### src/rtl/alu_pkg.sv
// Shared definitions for the multi-cycle ALU sequencer: opcodes, FSM state
// encoding and default operand width.
package alu_pkg;

   localparam int WIDTH = 16;
   localparam int CNT_W = 5;

   localparam logic [1:0] OP_ADD = 2'b00;
   localparam logic [1:0] OP_SUB = 2'b01;
   localparam logic [1:0] OP_MUL = 2'b10;
   localparam logic [1:0] OP_ILL = 2'b11;

   typedef enum logic [1:0] {
      IDLE = 2'b00,
      EXEC = 2'b01,
      MUL  = 2'b10
   } state_e;

endpackage

### src/rtl/alu_sequencer_if.sv
// Command side plus shared-adder side of the ALU sequencer, bundled so the
// ALU top (master) and the sequencer (slave) connect through one port.
interface alu_sequencer_if
   import alu_pkg::*;
#(
   parameter int W = WIDTH
);
   logic             start;
   logic [1:0]       opcode;
   logic [W-1:0]     a;
   logic [W-1:0]     b;
   logic             ready;
   logic             done;
   logic [2*W-1:0]   result;
   logic             illegal;
   logic [W-1:0]     add_op1;
   logic [W-1:0]     add_op2;
   logic             add_mode;
   logic [2*W-1:0]   add_result;

   modport master (
      output start, opcode, a, b, add_result,
      input  ready, done, result, illegal, add_op1, add_op2, add_mode
   );

   modport slave (
      input  start, opcode, a, b, add_result,
      output ready, done, result, illegal, add_op1, add_op2, add_mode
   );
endinterface

### src/rtl/booth_step.sv
// One radix-2 Booth iteration: chooses the adder drive from {q[0], q_m1}
// and forms the arithmetically shifted {acc, q, q_m1} from the 17-bit sum.
module booth_step
   import alu_pkg::*;
#(
   parameter int W = WIDTH
) (
   input  logic [W-1:0] acc_i,
   input  logic [W-1:0] q_i,
   input  logic         q_m1_i,
   input  logic [W-1:0] m_i,
   input  logic [W:0]   sum_i,
   output logic [W-1:0] op1_o,
   output logic [W-1:0] op2_o,
   output logic         mode_o,
   output logic [W-1:0] acc_o,
   output logic [W-1:0] q_o,
   output logic         q_m1_o
);

   // Booth recoding selects +M, -M or nothing for this bit pair.
   always_comb begin
      op1_o  = acc_i;
      op2_o  = {W{1'b0}};
      mode_o = 1'b0;
      case ({q_i[0], q_m1_i})
         2'b01: begin
            op2_o  = m_i;
            mode_o = 1'b0;
         end
         2'b10: begin
            op2_o  = m_i;
            mode_o = 1'b1;
         end
         default: begin
            op2_o  = {W{1'b0}};
            mode_o = 1'b0;
         end
      endcase
   end

   // sum_i[W] is the true sign, so the shift stays exact even when M = -2^(W-1).
   assign acc_o  = sum_i[W:1];
   assign q_o    = {sum_i[0], q_i[W-1:1]};
   assign q_m1_o = q_i[0];

endmodule

### src/rtl/alu_sequencer.sv
// Multi-cycle ALU control: time-shares one external adder between ADD, SUB
// and 16-iteration signed Booth MUL; result/done/ready/illegal are registered.
module alu_sequencer
   import alu_pkg::*;
#(
   parameter int W     = WIDTH,
   parameter int CNT_W = alu_pkg::CNT_W
) (
   input  logic       clk,
   input  logic       rst,
   alu_sequencer_if.slave bus
);

   state_e           state_q;
   logic [W-1:0]     a_q;
   logic [W-1:0]     b_q;
   logic [1:0]       op_q;
   logic [W-1:0]     acc_q;
   logic [W-1:0]     mq_q;
   logic             qm1_q;
   logic [CNT_W-1:0] cnt_q;
   logic [2*W-1:0]   result_q;
   logic             done_q;
   logic             illegal_q;
   logic             ready_q;

   logic [W-1:0]     acc_d;
   logic [W-1:0]     mq_d;
   logic             qm1_d;
   logic [W-1:0]     booth_op1_s;
   logic [W-1:0]     booth_op2_s;
   logic             booth_mode_s;
   logic [W-1:0]     add_op1_s;
   logic [W-1:0]     add_op2_s;
   logic             add_mode_s;

   booth_step #(.W(W)) u_booth (
      .acc_i  (acc_q),
      .q_i    (mq_q),
      .q_m1_i (qm1_q),
      .m_i    (b_q),
      .sum_i  (bus.add_result[W:0]),
      .op1_o  (booth_op1_s),
      .op2_o  (booth_op2_s),
      .mode_o (booth_mode_s),
      .acc_o  (acc_d),
      .q_o    (mq_d),
      .q_m1_o (qm1_d)
   );

   // Adder drive is a pure decode of registered state; idle and illegal commands park it at zero.
   always_comb begin
      add_op1_s  = {W{1'b0}};
      add_op2_s  = {W{1'b0}};
      add_mode_s = 1'b0;
      case (state_q)
         EXEC: begin
            if (op_q != OP_ILL) begin
               add_op1_s  = a_q;
               add_op2_s  = b_q;
               add_mode_s = op_q[0];
            end else begin
               add_op1_s  = {W{1'b0}};
               add_op2_s  = {W{1'b0}};
               add_mode_s = 1'b0;
            end
         end
         MUL: begin
            add_op1_s  = booth_op1_s;
            add_op2_s  = booth_op2_s;
            add_mode_s = booth_mode_s;
         end
         default: begin
            add_op1_s  = {W{1'b0}};
            add_op2_s  = {W{1'b0}};
            add_mode_s = 1'b0;
         end
      endcase
   end

   // Sequencer FSM with operand capture, Booth registers and registered outputs.
   always_ff @(posedge clk) begin
      if (rst) begin
         state_q   <= IDLE;
         a_q       <= {W{1'b0}};
         b_q       <= {W{1'b0}};
         op_q      <= 2'b00;
         acc_q     <= {W{1'b0}};
         mq_q      <= {W{1'b0}};
         qm1_q     <= 1'b0;
         cnt_q     <= {CNT_W{1'b0}};
         result_q  <= {(2*W){1'b0}};
         done_q    <= 1'b0;
         illegal_q <= 1'b0;
         ready_q   <= 1'b1;
      end else begin
         done_q    <= 1'b0;
         illegal_q <= 1'b0;
         case (state_q)
            IDLE: begin
               if (bus.start) begin
                  a_q     <= bus.a;
                  b_q     <= bus.b;
                  op_q    <= bus.opcode;
                  ready_q <= 1'b0;
                  acc_q   <= {W{1'b0}};
                  mq_q    <= bus.a;
                  qm1_q   <= 1'b0;
                  cnt_q   <= {CNT_W{1'b0}};
                  state_q <= (bus.opcode == OP_MUL) ? MUL : EXEC;
               end
            end
            EXEC: begin
               result_q  <= (op_q == OP_ILL) ? {(2*W){1'b0}} : bus.add_result;
               illegal_q <= (op_q == OP_ILL);
               done_q    <= 1'b1;
               ready_q   <= 1'b1;
               state_q   <= IDLE;
            end
            MUL: begin
               acc_q <= acc_d;
               mq_q  <= mq_d;
               qm1_q <= qm1_d;
               cnt_q <= cnt_q + {{(CNT_W-1){1'b0}}, 1'b1};
               if (cnt_q == CNT_W'(W - 1)) begin
                  result_q <= {acc_d, mq_d};
                  done_q   <= 1'b1;
                  ready_q  <= 1'b1;
                  state_q  <= IDLE;
               end
            end
            default: begin
               state_q <= IDLE;
               ready_q <= 1'b1;
            end
         endcase
      end
   end

   assign bus.ready    = ready_q;
   assign bus.done     = done_q;
   assign bus.result   = result_q;
   assign bus.illegal  = illegal_q;
   assign bus.add_op1  = add_op1_s;
   assign bus.add_op2  = add_op2_s;
   assign bus.add_mode = add_mode_s;

endmodule
### src/flat_wrapper.sv
// flat-port wrapper written by rule: the top's interface ports become plain ports
module alu_sequencer_flat import alu_pkg::*;
#(
   parameter int W     = WIDTH,
   parameter int CNT_W = alu_pkg::CNT_W
)
  (clk, rst, bus_start, bus_opcode, bus_a, bus_b, bus_add_result, bus_ready, bus_done, bus_result, bus_illegal, bus_add_op1, bus_add_op2, bus_add_mode);
  alu_sequencer_if #(.W(W)) bus_i ();
  input  logic clk;
  input  logic rst;
  input wire logic [$bits(bus_i.start)-1:0] bus_start;
  input wire logic [$bits(bus_i.opcode)-1:0] bus_opcode;
  input wire logic [$bits(bus_i.a)-1:0] bus_a;
  input wire logic [$bits(bus_i.b)-1:0] bus_b;
  input wire logic [$bits(bus_i.add_result)-1:0] bus_add_result;
  output wire logic [$bits(bus_i.ready)-1:0] bus_ready;
  output wire logic [$bits(bus_i.done)-1:0] bus_done;
  output wire logic [$bits(bus_i.result)-1:0] bus_result;
  output wire logic [$bits(bus_i.illegal)-1:0] bus_illegal;
  output wire logic [$bits(bus_i.add_op1)-1:0] bus_add_op1;
  output wire logic [$bits(bus_i.add_op2)-1:0] bus_add_op2;
  output wire logic [$bits(bus_i.add_mode)-1:0] bus_add_mode;
  assign bus_i.start = bus_start;
  assign bus_i.opcode = bus_opcode;
  assign bus_i.a = bus_a;
  assign bus_i.b = bus_b;
  assign bus_i.add_result = bus_add_result;
  assign bus_ready = bus_i.ready;
  assign bus_done = bus_i.done;
  assign bus_result = bus_i.result;
  assign bus_illegal = bus_i.illegal;
  assign bus_add_op1 = bus_i.add_op1;
  assign bus_add_op2 = bus_i.add_op2;
  assign bus_add_mode = bus_i.add_mode;
  alu_sequencer #(.W(W), .CNT_W(CNT_W)) u_core (.clk(clk), .rst(rst), .bus(bus_i));
endmodule
### config.mk
export PLATFORM = sky130hd
export DESIGN_NAME = alu_sequencer_flat
export DESIGN_NICKNAME = d
export VERILOG_FILES = /design/src/rtl/alu_pkg.sv /design/src/rtl/alu_sequencer_if.sv /design/src/rtl/booth_step.sv /design/src/rtl/alu_sequencer.sv /design/src/flat_wrapper.sv
export SDC_FILE = /design/constraint.sdc
export NUM_CORES = 1
export LEC_CHECK = 0
export CAP_MARGIN = 20
export CORE_MARGIN = 2
export CORE_UTILIZATION = 47
export DETAILED_ROUTE_END_ITERATION = 8
export PLACE_DENSITY_LB_ADDON = 0.3
export SKIP_CTS_REPAIR_TIMING = 1
export SYNTH_ARGS = -nofsm -noshare
export SYNTH_HDL_FRONTEND = slang
export SYNTH_SLANG_ARGS = --single-unit
### constraint.sdc
create_clock -name clk -period 2.24 [get_ports clk]
set_input_delay 0.56 -clock clk [delete_from_list [all_inputs] [get_ports clk]]
set_output_delay 0.56 -clock clk [all_outputs]
set_load 0.01 [all_outputs]
==> results of run 1 <==
## layout make-up
cell class                      instances  area (sq um)
Clock buffer                           11           151
Fill cell                             780          3130
Inverter                                5          21.3
Clock inverter                          5          81.3
Tap cell                              133           166
Sequential cell                       109          2190
Timing Repair Buffer                  170          1620
Multi-Input combinational cell        385          2360
## power breakdown
part	internal (mW)	switching [mW]
clock network	0.694	0.683
logic	0.425	0.433
registers	2.07	0.0830
total	3.19	1.20
## registers in the layout, summed over array words and instances, names as in the netlist, 2 cells and up
signal,count
u_core.a_q,16
u_core.mq_q,16
u_core.bus.result,32
u_core.state_q,2
u_core.cnt_q,5
u_core.b_q,16
u_core.acc_q,16
u_core.op_q,2
## worst register-to-register path: cells and delay by family, from the launching register on
family	cells	cell delay (ps)
compound gates	1	190
fa+ha+maj	1	150
buf+inv	4	890
simple gates	1	470
flops	1	360
## cells in the mapped netlist
| cell | count | area (sq um) |
|---|---|---|
| dfxtp_1 | 109 | 2180 |
| nand2_1 | 74 | 278 |
| nor2_1 | 68 | 255 |
| a21oi_1 | 40 | 200 |
| a221oi_1 | 32 | 280 |
| nor3_1 | 32 | 160 |
| buf_2 | 23 | 115 |
| clkbuf_1 | 22 | 82.6 |
| nor2b_1 | 21 | 131 |
| a32oi_1 | 19 | 166 |
| and2_1 | 18 | 113 |
| mux2i_1 | 17 | 170 |
| a211oi_1 | 16 | 120 |
| a22oi_1 | 16 | 120 |
| ha_1 | 6 | 75.1 |
| inv_1 | 5 | 18.8 |
| nand2b_1 | 4 | 25.0 |
| o21ai_0 | 4 | 20.0 |
| buf_4 | 3 | 22.5 |
| nand3_1 | 3 | 15.0 |
| mux2_2 | 2 | 22.5 |
| nand3b_1 | 2 | 15.0 |
| a211o_1 | 1 | 8.76 |
| a21boi_4 | 1 | 18.8 |
| a31oi_1 | 1 | 6.26 |
| and3_1 | 1 | 6.26 |
| and4b_1 | 1 | 10.0 |
| buf_6 | 1 | 11.3 |
| clkbuf_2 | 1 | 5.00 |
| mux2i_2 | 1 | 13.8 |
| nor3b_1 | 1 | 7.51 |
| o21a_1 | 1 | 7.51 |
| or3_1 | 1 | 6.26 |
| or4b_1 | 1 | 10.0 |
## through the flow
step / setup WS (ps) / area [sq um] / power (mW)
2_1_floorplan: 283 / 4700 / 2.59
3_3_place_gp: -112 / 6230 / 2.97
3_5_place_dp: -199 / 6230 / 2.99
4_1_cts: -622 / 6460 / 4.34
5_1_grt: -225 / 6600 / 4.56
6_report: -192 / 6600 / 4.39
## layer usage
layer	up-vias	global-route usage (%)	share of wire (%)	routed length [microns]
met5	-	0	0	0
met4	0	8.59	2.0	301
met3	24	5.26	6.6	974
met2	196	43.7	50	7440
met1	2325	32.4	41	6110
li1	2212	-	-	-
## worst paths after layout
kind | from | endpoint | slack, ps | cells after the start
hold reg to reg | u_core.b_q[5] | u_core.b_q[5] | 460 | 2
setup / recovery | u_core.state_q[1] | bus_add_op2[4] | -190 | 8
setup reg to reg | u_core.state_q[1] | u_core.cnt_q[3] | 90 | 7
hold / removal | u_core.b_q[5] | u_core.b_q[5] | 460 | 2
## layout by cell type, fill, tap and decap left out, drive strengths merged
cell and n:
nand3b 2, a21boi 1, nor3b 1, clkinv 1, dlymetal6s2s 6, nor3 32
clkinvlp 1, nand2 74, ha 6, o21a 2, a31oi 1, o21ai 4
nand2b 4, mux2 2, a221oi 32, nor2b 21, buf 46, a21oi 40
a211o 1, and2 18, nor2 68, dfxtp 109, a211oi 16, nand3 3
clkdlybuf4s50 102, and4b 1, mux2i 18, inv 6, or3 1, bufinv 2
a22oi 16, and3 1, or4b 1, a32oi 19, clkbuf 27
## logic make-up (layout without fill, tap and decap cells)
family | Yosys count | count (layout)
adder cells (fa/ha/maj) | 6 | 6
multiplexers | 20 | 20
buffers and inverters | 55 | 191
AO/OA/AOI/OAI | 131 | 132
flip-flops | 109 | 109
AND/OR/NAND/NOR | 227 | 227
==> results.tsv, run 1 <==
metric	value	unit
mux contribution to synthesized area	4.39	%
Cell Chain, Critical Path	buf_6 > ha_4 > nor2b_4 > buf_6 > o21a_4 > buf_6 > and2_4 > buf_6	
maximum fanout along the worst path	5	
TritonCTS buffer count	9	
clock skew	14.0	ps
part of the Yosys area used for sequential elements	46.4	%
CP bufs+invs	4	
Worst Max-Slew Pin Slew	620	ps
Detail Route Antenna Nets	0	
Final Hold Viols	0	
DIE WIDTH	104	microns
IO Port Bufs	136	
Avg Cell Area, Syn	8.58	sq um
antenna violations before repair	0	
crit share post-route	109	%
Post-Synthesis Cells	548	
minimum clock period	2430	ps
Initial Utilization	48.3	%
largest family of logic cells by synthesized area	simple AND/OR/NAND/NOR gates	
Max Fclk	411	MHz
gr usage total	25.7	%
cell family with most CP delay	buffers and inverters	
Inst Count DP	792	
Max stage delay on crit path	350	ps
smallest hold slack	456	ps
# Max-Cap Violations	0	
violated checks	negative setup slack	
via count	4757	
Unique masters post-synth	34	
clk sink count	109	
Worst path slowest cell	dfxtp_2	
fin. max-slew vios	0	
CP endpoint kind	primary output	
PnR worst setup slack	-192	ps
clk_lat worst skew	380	ps
clk buf depth	2	
largest net degree at the start of global routing	39	
Slew headroom	58.7	%
maximum vdd drop	366	uV
Post-Synth Adder-Cell Area	1.60	%
Most common cell on crit path	buf_6	
Util after Layout	67.8	%
Root Buffer Master	clkbuf_8	
final setup TNS	-2950	ps
Nets	755	
XOR/XNOR Fraction of Synth Area	0	%
# rows	36	
TritonCTS clock tree	done	
CP required	1680	ps
syn nets	623	
class of the worst hold path	reg -> reg	
Core Area	9730	sq um
Wirelength per Cell	18.1	microns
outcome	complete, but fails checks	
# diodes	0	
post-synthesis cell area	4700	sq um
startpoint types	flip-flop	
Congestion Overflow GR	0	
simple-gate share of the synthesized area	22.0	%
share of post-route cells with drive strength above 1	15.0	%
vias in the first global route	4322	
IO Count	137	
Area Growth Syn to Fin	40.3	%
unrepaired setup endpoints after global routing	true	
Initial DRT Pass Iterations	5	
via/cell ratio	5.82	
Synth Register Bits	109	
CP Data Arrival Time	1870	ps
Non-Filler Instances	818	
Setup Viol. Count Final	27	
CTS H-tree lvls	3	
CP Class	reg -> out	
global-route wire length before repair	22400	microns
complex-gate fraction of the synthesized area	20.2	%
clock transition at the registers of the reported paths	110	ps
initial drt markers	383	
GP Congestion	0.788	
drt drc	0	
synthesis warning total	0	
Die Span Y	104	microns
routed wire length	14800	microns
Cell Pwr Density	665	nW/um^2
Pleak	2.53	nW
final HPWL from detailed placement	9890	microns
Die ar.	10800	sq um
Note: power is estimated with default switching activity, not from simulation.
==> run 2: changes to the inputs <==
Settings changed: SKIP_LAST_GASP set to 1.
==> run 2 against run 1 <==
First-iteration DRC count shrank 15%. Clock power is essentially flat. Critical path type unchanged. Die area is the same. Clock skew shrank 0.55 ps. Largest power group unchanged. Non-clock buffer count is the same. Sequential power is essentially flat. Global-route usage is the same. Largest cell class unchanged. The flow still finishes with violations (negative setup slack). Via count shrank 0.19%. Final area is essentially flat. Critical endpoint unchanged.
==> results.tsv, run 2 (synthesis gave the netlist of run 1 again) <==
metric	value	unit
class of the worst hold path	reg -> reg	
# Max-Cap Violations	0	
Max Fclk	411	MHz
Worst Max-Slew Pin Slew	619	ps
clock network power share	31.4	%
fin. max-slew vios	0	
TritonCTS buffer count	9	
# rows	36	
Root Buffer Master	clkbuf_8	
Util after Layout	67.8	%
clk buf depth	2	
maximum fanout along the worst path	5	
Non-Filler Instances	818	
startpoint types	flip-flop	
Psw	1.20	mW
dpl ws	-199	ps
final setup TNS	-2980	ps
Initial DRT Pass Iterations	5	
CP Data Arrival Time	1880	ps
Highest Signal Layer	met4	
via count	4748	
Nets	755	
Wirelength per Cell	18.0	microns
antenna violations before repair	0	
IO Port Bufs	136	
share of post-route cells with drive strength above 1	14.9	%
# diodes	0	
max reg flops	32	
outcome	complete, but fails checks	
Logic pwr share	19.5	%
CTS H-tree lvls	3	
Worst Hold Launch	u_core.b_q[5]	
cell internal pwr	3.19	mW
Final Hold Viols	0	
via/cell ratio	5.80	
clock skew	13.5	ps
Slew headroom	58.7	%
crit share post-route	109	%
CP required	1680	ps
CP Class	reg -> out	
IO Count	137	
vias in the first global route	4322	
Core Area	9730	sq um
drt drc	0	
unrepaired setup endpoints after global routing	true	
Die ar.	10800	sq um
clk sink count	109	
CP startpoint	u_core.qm1_q	
commonest non-fill, non-tap cell in the layout	dfxtp_1	
clk_lat worst skew	380	ps
minimum clock period	2440	ps
met3 routed WL	925	microns
PnR worst setup slack	-196	ps
global-route wire length before repair	22400	microns
DIE WIDTH	104	microns
Reg power frac	49.1	%
metal1 wirelength	6050	microns
Finished Cell Area	6590	sq um
most frequent cells in the layout	dfxtp_1, clkdlybuf4s50_1, nand2_1	
routed wire length	14700	microns
Setup Viol. Count Final	27	
GP Congestion	0.788	
violated checks	negative setup slack	
TritonCTS clock tree	done	
WL met2	7460	microns
maximum vdd drop	366	uV
Area Growth Syn to Fin	40.3	%
Die Span Y	104	microns
Placed Area	6230	sq um
CP endpoint kind	primary output	
Initial Utilization	48.3	%
clock transition at the registers of the reported paths	110	ps
Pleak	2.53	nW
final HPWL from detailed placement	9890	microns
Cell Pwr Density	665	nW/um^2
gr usage total	25.7	%
initial drt markers	326	
reg2reg start	u_core.state_q[1]	
Congestion Overflow GR	0	
Detail Route Antenna Nets	0	
Inst Count DP	792	
switch share	27.3	%
largest net degree at the start of global routing	39	
==> run 2: cell counts in the layout (fill, tap and decap cells not counted) <==
No cell type changed its count.
==> run 2: area by class of cell <==
type,instances,area (sq um)
clock buffers,11,151
clock inverters,5,81.3
fillers,780,3140
inverters,5,21.3
multi-input cells,385,2360
flip-flops and latches,109,2190
well taps,133,166
repair buffers,170,1620
==> run 2: stage by stage <==
stage,hold slack (ps),total power [mW]
CTS,460,4.34
detailed placement,445,2.99
finish,456,4.38
floorplan,432,2.59
global placement,442,2.97
global route,475,4.56
==> run 2: critical path: stages (launching register included) <==
cell and delay (ps):
dfxtp_2 370, inv_1 70, ha_4 280, nor2b_4 50, buf_6 110, o21a_4 230, buf_6 130, and2_4 150
buf_6 110
==> run 2: per-layer routing <==
layer | global-route usage (%) | vias up
met4 | 8.59 | 0
met5 | 0 | -
met3 | 5.26 | 25
li1 | - | 2212
met1 | 32.4 | 2322
met2 | 43.7 | 189
==> run 2: power groups by stage <==
stage | sequential, mW | clock, mW | combinational [mW]
3_5_place_dp | 2.19 | 0 | 0.800
3_3_place_gp | 2.18 | 0 | 0.781
5_1_grt | 2.17 | 1.47 | 0.922
4_1_cts | 2.15 | 1.39 | 0.806
6_report | 2.15 | 1.38 | 0.856
2_1_floorplan | 2.20 | 0 | 0.390
==> run 2: final timing paths <==
check / endpoint / slack, ps / cells after the start
worst min-delay path: u_core.b_q[5] / 460 / 2
worst max-delay path: bus_add_op2[4] / -200 / 8
worst min register to register: u_core.b_q[5] / 460 / 2
worst max register to register: u_core.cnt_q[3] / 110 / 7
==> run 3: changes to the inputs <==
Settings changed: CELL_PAD_IN_SITES_DETAIL_PLACEMENT set to 1, CELL_PAD_IN_SITES_GLOBAL_PLACEMENT set to 1, CORE_UTILIZATION 47 to 35.
==> run 3 against run 2 <==
The run still ends with negative setup slack left. Register-to-register slack better by 160 ps. Maximum frequency up 6.0%. Count of clock-buffer cells in the layout rose by 2. Routed wire length increased by 11%. Hold slack is essentially flat. Core utilization is 17 points lower. Final area grew 1.1%. Global-route usage shrank 3.5 points. Critical endpoint is now bus_add_op1[1].
==> results.tsv, run 3 (synthesis gave the netlist of run 1 again) <==
metric	value	unit
switch share	26.8	%
largest net degree at the start of global routing	72	
most frequent cells in the layout	dfxtp_1, clkdlybuf4s50_1, nand2_1	
R2R cell count	6	
Root Buffer Master	clkbuf_16	
antenna violations before repair	0	
minimum clock period	2300	ps
max reg flops	32	
reg2reg start	u_core.cnt_q[0]	
Wirelength per Cell	19.1	microns
Nets	751	
GP Congestion	0.827	
Congestion Overflow GR	0	
Util after Layout	50.6	%
clk buf depth	2	
Final Hold Viols	0	
CP required	1680	ps
Max Fclk	435	MHz
via count	4646	
setup slack, reg-to-reg	270	ps
global-route wire length before repair	25200	microns
# diodes	0	
DIE WIDTH	120	microns
clk sink count	109	
gr usage total	22.1	%
Reg power frac	46.9	%
final setup TNS	-969	ps
Core Area	13200	sq um
class of the worst hold path	reg -> reg	
# Max-Cap Violations	0	
initial drt markers	236	
fin. max-slew vios	0	
via/cell ratio	5.42	
Initial Utilization	35.6	%
CP Class	reg -> out	
clock transition at the registers of the reported paths	70	ps
Placed Area	6300	sq um
share of post-route cells with drive strength above 1	15.3	%
Slew headroom	48.4	%
TritonCTS buffer count	9	
Power, Total	4.59	mW
Area Growth Syn to Fin	41.9	%
Filler cells	1533	
startpoint types	flip-flop	
crit share post-route	103	%
Worst Max-Slew Pin Slew	773	ps
CP endpoint kind	primary output	
Finished Cell Area	6670	sq um
maximum fanout along the worst path	7	
CTS H-tree lvls	3	
clock network power share	34.1	%
Detail Route Antenna Nets	0	
unrepaired setup endpoints after global routing	true	
CP startpoint	u_core.state_q[1]	
violated checks	negative setup slack	
Die Span Y	120	microns
IO Count	137	
Pleak	2.48	nW
Setup Viol. Count Final	25	
commonest non-fill, non-tap cell in the layout	dfxtp_1	
routed wire length	16300	microns
CP Data Arrival Time	1740	ps
PnR worst setup slack	-58.8	ps
Cell Pwr Density	688	nW/um^2
maximum vdd drop	354	uV
clock skew	10.4	ps
clk_lat worst skew	350	ps
final HPWL from detailed placement	11200	microns
Logic pwr share	18.9	%
Psw	1.23	mW
IO Port Bufs	136	
Worst Hold Launch	u_core.b_q[11]	
drt drc	0	
outcome	complete, but fails checks	
Initial DRT Pass Iterations	4	
vias in the first global route	4888	
CP endpoint	bus_add_op1[1]	
cell internal pwr	3.36	mW
# rows	42	
TritonCTS clock tree	done	
reg2reg end	u_core.bus.result[31]	
Die ar.	14400	sq um
-- run 3: power groups by stage --
stage | clock network (mW) | registers (mW) | logic, mW
CTS | 1.61 | 2.15 | 0.834
finish | 1.57 | 2.15 | 0.869
global route | 1.69 | 2.17 | 0.940
global placement | 0 | 2.19 | 0.800
detailed placement | 0 | 2.19 | 0.827
floorplan | 0 | 2.20 | 0.390
-- run 3: area by class of cell --
class	count	area, sq um	share of cell area, %
Multi-Input combinational cell	385	2380	35.7
Tap cell	176	220	3.30
Clock inverter	3	43.8	0.657
Timing Repair Buffer	166	1580	23.6
Clock buffer	13	240	3.60
Sequential cell	109	2190	32.8
Inverter	5	18.8	0.281
-- run 3: critical path, stage by stage (launching register included) --
cell and delay, ps:
dfxtp_2 330, inv_2 70, ha_4 120, a21boi_4 290
buf_6 180, a22oi_1 80, nor2b_1 160, buf_2 160
-- run 3: worst min path at each step --
| stage | endpoint | slack, ps | cells past startpoint |
|---|---|---|---|
| 2_1_floorplan | u_core.b_q[0] | 430 | 2 |
| 3_3_place_gp | u_core.b_q[11] | 440 | 2 |
| 3_5_place_dp | u_core.b_q[9] | 440 | 2 |
| 4_1_cts | u_core.b_q[9] | 460 | 2 |
| 5_1_grt | u_core.a_q[13] | 480 | 2 |
| 6_report | u_core.b_q[11] | 460 | 2 |
-- run 3: per-stage QoR --
stage          hold slack (ps)  setup slack (ps)  instances
2_1_floorplan              432               283        548
3_3_place_gp               440              -140        835
3_5_place_dp               444              -313        835
4_1_cts                    455              -709        851
5_1_grt                    483              -146        857
6_report                   457             -58.8        857
-- run 3: layer usage --
metal | wire length [microns] | global-route usage, % | vias up
met5 | 0 | 0 | -
met4 | 297 | 5.66 | 0
met3 | 760 | 4.42 | 22
met2 | 8330 | 39.4 | 125
met1 | 6940 | 27.3 | 2290
li1 | - | - | 2209
